[src/rtl/led_pattern_sequencer.sv]
// Command-driven LED ring sequencer: prescaled step timing, four patterns, run/pause/step control.
// Registered led/led_center one cycle after a step or command; cmd_ready drops only in the single STEP cycle.
module led_pattern_sequencer #(
  parameter int BASE_DIV = 12000000 / 16,
  parameter int DIV_W    = 20
) (
  input  logic       clk,
  input  logic       rst_n,
  input  logic       cmd_valid,
  output logic       cmd_ready,
  input  logic [2:0] cmd_op,
  input  logic [3:0] cmd_arg,
  output logic [3:0] led,
  output logic       led_center,
  output logic       tick,
  output logic [1:0] state
);

  typedef enum logic [1:0] {
    S_IDLE  = 2'd0,
    S_RUN   = 2'd1,
    S_PAUSE = 2'd2,
    S_STEP  = 2'd3
  } state_t;

  localparam logic [2:0] OP_START = 3'd1;
  localparam logic [2:0] OP_STOP  = 3'd2;
  localparam logic [2:0] OP_MODE  = 3'd3;
  localparam logic [2:0] OP_SPEED = 3'd4;
  localparam logic [2:0] OP_DIR   = 3'd5;
  localparam logic [2:0] OP_STEP  = 3'd6;
  localparam logic [2:0] OP_HOME  = 3'd7;

  localparam logic [1:0] M_ROTATE = 2'd0;
  localparam logic [1:0] M_BOUNCE = 2'd1;
  localparam logic [1:0] M_BLINK  = 2'd2;

  localparam logic [DIV_W-1:0] PRE_TC = DIV_W'(BASE_DIV - 1);

  state_t           state_q, state_n;
  logic [1:0]       pos_q, pos_n, mode_q, mode_n;
  logic [3:0]       speed_q, speed_n, scnt_q, scnt_n, led_q, led_n;
  logic [2:0]       phase_q, phase_n;
  logic [DIV_W-1:0] pre_q, pre_n;
  logic             dir_q, dir_n, bdir_q, bdir_n, ctr_q, ctr_n;
  logic             counting, base, fire, accept;

  function automatic logic [3:0] pattern(input logic [1:0] m, input logic [1:0] p,
                                         input logic [2:0] ph, input logic d);
    logic [3:0] f;
    f = 4'b0000;
    case (m)
      M_ROTATE, M_BOUNCE: f = 4'b0001 << p;
      M_BLINK:            f = {4{ph[0]}};
      default: begin
        case (ph)
          3'd0:    f = 4'b0001;
          3'd1:    f = 4'b0011;
          3'd2:    f = 4'b0111;
          3'd3:    f = 4'b1111;
          default: f = 4'b0000;
        endcase
        if (d) f = {f[0], f[1], f[2], f[3]};
      end
    endcase
    return f;
  endfunction

  assign counting   = (state_q == S_RUN) || (state_q == S_PAUSE);
  assign base       = counting && (pre_q == PRE_TC);
  assign fire       = ((state_q == S_RUN) && base && (scnt_q == speed_q)) || (state_q == S_STEP);
  assign cmd_ready  = (state_q != S_STEP);
  assign accept     = cmd_valid && cmd_ready;
  assign tick       = fire;
  assign led        = led_q;
  assign led_center = ctr_q;
  assign state      = state_q;

  always_comb begin
    state_n = state_q;
    pos_n   = pos_q;
    mode_n  = mode_q;
    speed_n = speed_q;
    dir_n   = dir_q;
    bdir_n  = bdir_q;
    phase_n = phase_q;
    pre_n   = pre_q;
    scnt_n  = scnt_q;
    ctr_n   = ctr_q;

    if (counting) pre_n = base ? '0 : pre_q + DIV_W'(1);
    if (state_q == S_RUN && base) scnt_n = fire ? 4'd0 : scnt_q + 4'd1;
    if (state_q == S_PAUSE && base) ctr_n = ~ctr_q;

    // The step advances with the pre-command configuration; commands below override.
    if (fire) begin
      case (mode_q)
        M_ROTATE: pos_n = dir_q ? pos_q - 2'd1 : pos_q + 2'd1;
        M_BOUNCE: begin
          if (!bdir_q && pos_q == 2'd3) begin
            bdir_n = 1'b1;
            pos_n  = 2'd2;
          end else if (bdir_q && pos_q == 2'd0) begin
            bdir_n = 1'b0;
            pos_n  = 2'd1;
          end else begin
            pos_n = bdir_q ? pos_q - 2'd1 : pos_q + 2'd1;
          end
        end
        M_BLINK:  phase_n = {2'b00, ~phase_q[0]};
        default:  phase_n = (phase_q >= 3'd4) ? 3'd0 : phase_q + 3'd1;
      endcase
    end

    if (state_q == S_STEP) state_n = S_PAUSE;

    if (accept) begin
      case (cmd_op)
        OP_START: begin
          if (state_q == S_IDLE) begin
            state_n = S_RUN;
            pre_n   = '0;
            scnt_n  = 4'd0;
          end else if (state_q == S_PAUSE) begin
            state_n = S_RUN;
            pre_n   = '0;
          end
        end
        OP_STOP: begin
          if (state_q == S_RUN) begin
            state_n = S_PAUSE;
          end else if (state_q == S_PAUSE) begin
            state_n = S_IDLE;
            pos_n   = 2'd0;
            phase_n = 3'd0;
          end
        end
        OP_MODE: begin
          mode_n  = cmd_arg[1:0];
          pos_n   = 2'd0;
          phase_n = 3'd0;
          bdir_n  = dir_q;
        end
        OP_SPEED: begin
          speed_n = cmd_arg;
          pre_n   = '0;
          scnt_n  = 4'd0;
        end
        OP_DIR:  dir_n = cmd_arg[0];
        OP_STEP: if (state_q == S_IDLE || state_q == S_PAUSE) state_n = S_STEP;
        OP_HOME: begin
          pos_n   = 2'd0;
          phase_n = 3'd0;
          bdir_n  = dir_q;
        end
        default: ;
      endcase
    end

    if (state_n == S_RUN) ctr_n = 1'b1;
    else if (state_n == S_IDLE) ctr_n = 1'b0;

    led_n = (state_n == S_IDLE) ? 4'b0000 : pattern(mode_n, pos_n, phase_n, dir_n);
  end

  always_ff @(posedge clk or negedge rst_n) begin
    if (!rst_n) begin
      state_q <= S_IDLE;
      pos_q   <= 2'd0;
      mode_q  <= M_ROTATE;
      speed_q <= 4'd0;
      dir_q   <= 1'b0;
      bdir_q  <= 1'b0;
      phase_q <= 3'd0;
      pre_q   <= '0;
      scnt_q  <= 4'd0;
      led_q   <= 4'b0000;
      ctr_q   <= 1'b0;
    end else begin
      state_q <= state_n;
      pos_q   <= pos_n;
      mode_q  <= mode_n;
      speed_q <= speed_n;
      dir_q   <= dir_n;
      bdir_q  <= bdir_n;
      phase_q <= phase_n;
      pre_q   <= pre_n;
      scnt_q  <= scnt_n;
      led_q   <= led_n;
      ctr_q   <= ctr_n;
    end
  end

endmodule

[config.mk]
export PLATFORM = sky130hd
export DESIGN_NAME = led_pattern_sequencer
export DESIGN_NICKNAME = d
export VERILOG_FILES = /design/src/rtl/led_pattern_sequencer.sv
export SDC_FILE = /design/constraint.sdc
export NUM_CORES = 1
export LEC_CHECK = 0
export BUFFER_PORTS_ARGS = -buffer_cell sky130_fd_sc_hd__buf_2
export CORE_AREA = 3 3 92 103
export CTS_CLUSTER_SIZE = 10
export DETAILED_ROUTE_END_ITERATION = 10
export DIE_AREA = 0 0 95 106
export PLACE_DENSITY = 0.54
export SYNTH_ARGS = -nofsm -noshare
export SYNTH_HDL_FRONTEND = slang
export SYNTH_SLANG_ARGS = --single-unit
[constraint.sdc]
create_clock -name clk -period 2.9 [get_ports clk]
set_input_delay 0.58 -clock clk [delete_from_list [all_inputs] [get_ports clk]]
set_output_delay 0.58 -clock clk [all_outputs]
set_load 0.005 [all_outputs]
==> impl_metrics.ini <==
[worst_setup_path]
worstPathArrival_ns = 2.12
slowest_stage = nor4b_4
crit-reg2reg-launch = pre_q[9]$_DFF_PN0_
ff2ff_path_depth = 6
reg2reg_setup_slack_ns = 0.25
cpPeakStageDelay_ns = 0.39
end_kind = output port
crit_path_start_kind = flip-flop
worst-setup-path-type = reg2out
r2r-end = led[2]$_DFF_PN0_
crit_path_cell_trace = inv_1 > ha_4 > nand4_1 > nor4b_4 > buf_4 > a31oi_1 > inv_1 > buf_2
startpoint = state[1]$_DFF_PN0_
required_ns = 2.32
cp_max_fo = 7
worst_path_most_repeated_cell = inv_1

[status]
outcome = completed

[global_routing]
overflow = 0
grt_pass1_wl_um = 9990
first_global_vias = 2032
grt_max_degree = 24
grtUsageTotal_pct = 12.6
grt_antenna_before_repair = 0

[logic_synthesis]
ys_types = 48
synthArstFlopShare_pct = 100
yosysWarnings = 0
ys_seq_elements = 44
postSynthAreaPerCell_sq_um = 9.80
synth-edff-count = 0
synth.cell_area_sq_um = 2630
postSynthCellCount = 268
synthesis.nets = 289
synth-main-ff-cell = dfrtp_1
yosysSeqAreaShare_pct = 41.9

[layout]
fin_area_sq_um = 3010
fin_cells = 406
areaGrowthSynthToFinish_pct = 14.6
antenna_cells = 0
drive_above_1_share_pct = 17.3
fin_nets = 316
fin_util_pct = 35.6

[place]
dpl.cell_count = 399
placed_area_sq_um = 2900
gp_congestion = 0.874
io_buffers = 18
dp_slack_ns = 0.187
hpwlAfterDp_um = 4560

[power]
power.density_nw_per_um2 = 698
irDropWorstVdd_mv = 0.281
p_total_mw = 2.10
power.leakage_nw = 1.41

[sta]
hold_violations = 0
setup_ws_ns = 0.197
post-route-period-util_pct = 93.2
drv_slew = 0
setup_viol = 0
worst_slew_pin_slew_ns = 0.515
max_freq_ghz = 0.370
fin_worst_skew_ns = 0.00906
final.min_clock_period_ns = 2.70
maxSlewHeadroom_pct = 65.7
timing.hold.ws_ns = 0.252
rsz0062_at_grt = false
fin_tns_setup_ns = 0

[clocking]
cts_buffer_depth = 2
cts-root-buf = clkbuf_8
clk_pin_slew_ns = 0.09
clkSinkCount = 44
cts_tree = yes
clkLatencyLatePin_ns = 0.30
htree_num_levels = 2
numCtsBuffers = 5
postCtsHoldBufs = 0

[route]
via_per_inst = 4.94
wl_met3_um = 171
totalWireLength_um = 6010
wl_met1_um = 2760
wl_per_cell_um = 14.8
drt-initial-drc-count = 48
drc_errors = 0
vias = 2004
highest_layer = met4
met2_length_um = 2980
ant_nets = 0
drtPass1Iterations = 4

[floorplanning]
core_area_sq_um = 8450
fp-row-count = 35
num_io_pins = 19
die_w_um = 95
start_util_pct = 31.1
die_h_um = 106
die-area_sq_um = 10100

[job]
cap_violations = 0

[min_path]
hold_class = in2async
==> power by group <==
group	leakage (nW)	internal [mW]	switching [mW]	total, mW
Clock	0.0503	0.213	0.209	0.421
Combinational	0.778	0.375	0.443	0.818
Sequential	0.583	0.745	0.117	0.861
Total	1.41	1.33	0.768	2.10
==> layer usage <==
metal  up-vias  global-route usage (%)
met3         9                    2.34
met1       979                    15.6
met4         0                    3.30
met2        24                    22.1
li1        992                       -
met5         -                       0
==> critical path, delay by kind of cell (launching register included) <==
| kind | cells | cell delay (ns) |
|---|---|---|
| adder cells (fa/ha/maj) | 1 | 0.31 |
| flip-flops | 1 | 0.36 |
| buffers and inverters | 4 | 0.53 |
| AND/OR/NAND/NOR | 2 | 0.55 |
| AO/OA/AOI/OAI | 1 | 0.08 |
==> synth_stat cells, drive strengths merged (6+ instances only) <==
master  count  area, sq um
clkbuf      7         26.3
dfrtp      44         1100
a21oi       7         35.0
nor2       35          131
xnor2      10         87.6
and3        6         38.8
mux2i      10          113
nand3      10         50.1
nand2      23         86.3
inv        12         45.0
ha         11          138
xor2       17          149
==> placed cells by master, fill, tap and decap left out, types with 9 or more instances in the layout <==
cell	count
buf_2	18
buf_4	9
dfrtp_1	44
ha_1	10
inv_1	12
nand2_1	23
nand3_1	10
nor2_1	35
xnor2_1	10
xor2_1	17
==> cell families after synthesis <==
| group | count (synthesis) | share of synthesized area (%) |
|---|---|---|
| XOR/XNOR | 27 | 9.00 |
| AO/OA/AOI/OAI | 35 | 10.1 |
| adder cells (fa/ha/maj) | 11 | 5.24 |
| AND/OR/NAND/NOR | 117 | 24.6 |
| buffers and inverters | 19 | 2.71 |
| flip-flops | 44 | 41.9 |
| multiplexers | 15 | 6.43 |
==> worst max-delay path by stage <==
stage	end	cells after the start
after floorplan	led[2]$_DFF_PN0_	8
after global placement	led[2]$_DFF_PN0_	8
after detailed placement	led[2]$_DFF_PN0_	8
after CTS	tick	8
after global routing	tick	8
final	tick	8
==> area by class of cell <==
cell class	instances	area, sq um
Multi-Input combinational cell	205	1470
Inverter	12	45.0
Fill cell	874	5440
Sequential cell	44	1100
Tap cell	111	139
Timing Repair Buffer	27	158
Clock buffer	7	96.3
==> sequential cells by signal (all words and copies together), names as in the netlist <==
name,cells
scnt_q,4
state,2
led,4
bdir_q,1
speed_q,4
mode_q,2
pos_q,2
led_center,1
pre_q,20
dir_q,1
phase_q,3
==> timing repair <==
action	4_1_cts	5_1_grt
setup endpoints to repair	0	2
buffers inserted	0	0
resized for setup	0	3
Note: power is estimated with default switching activity, not from simulation.
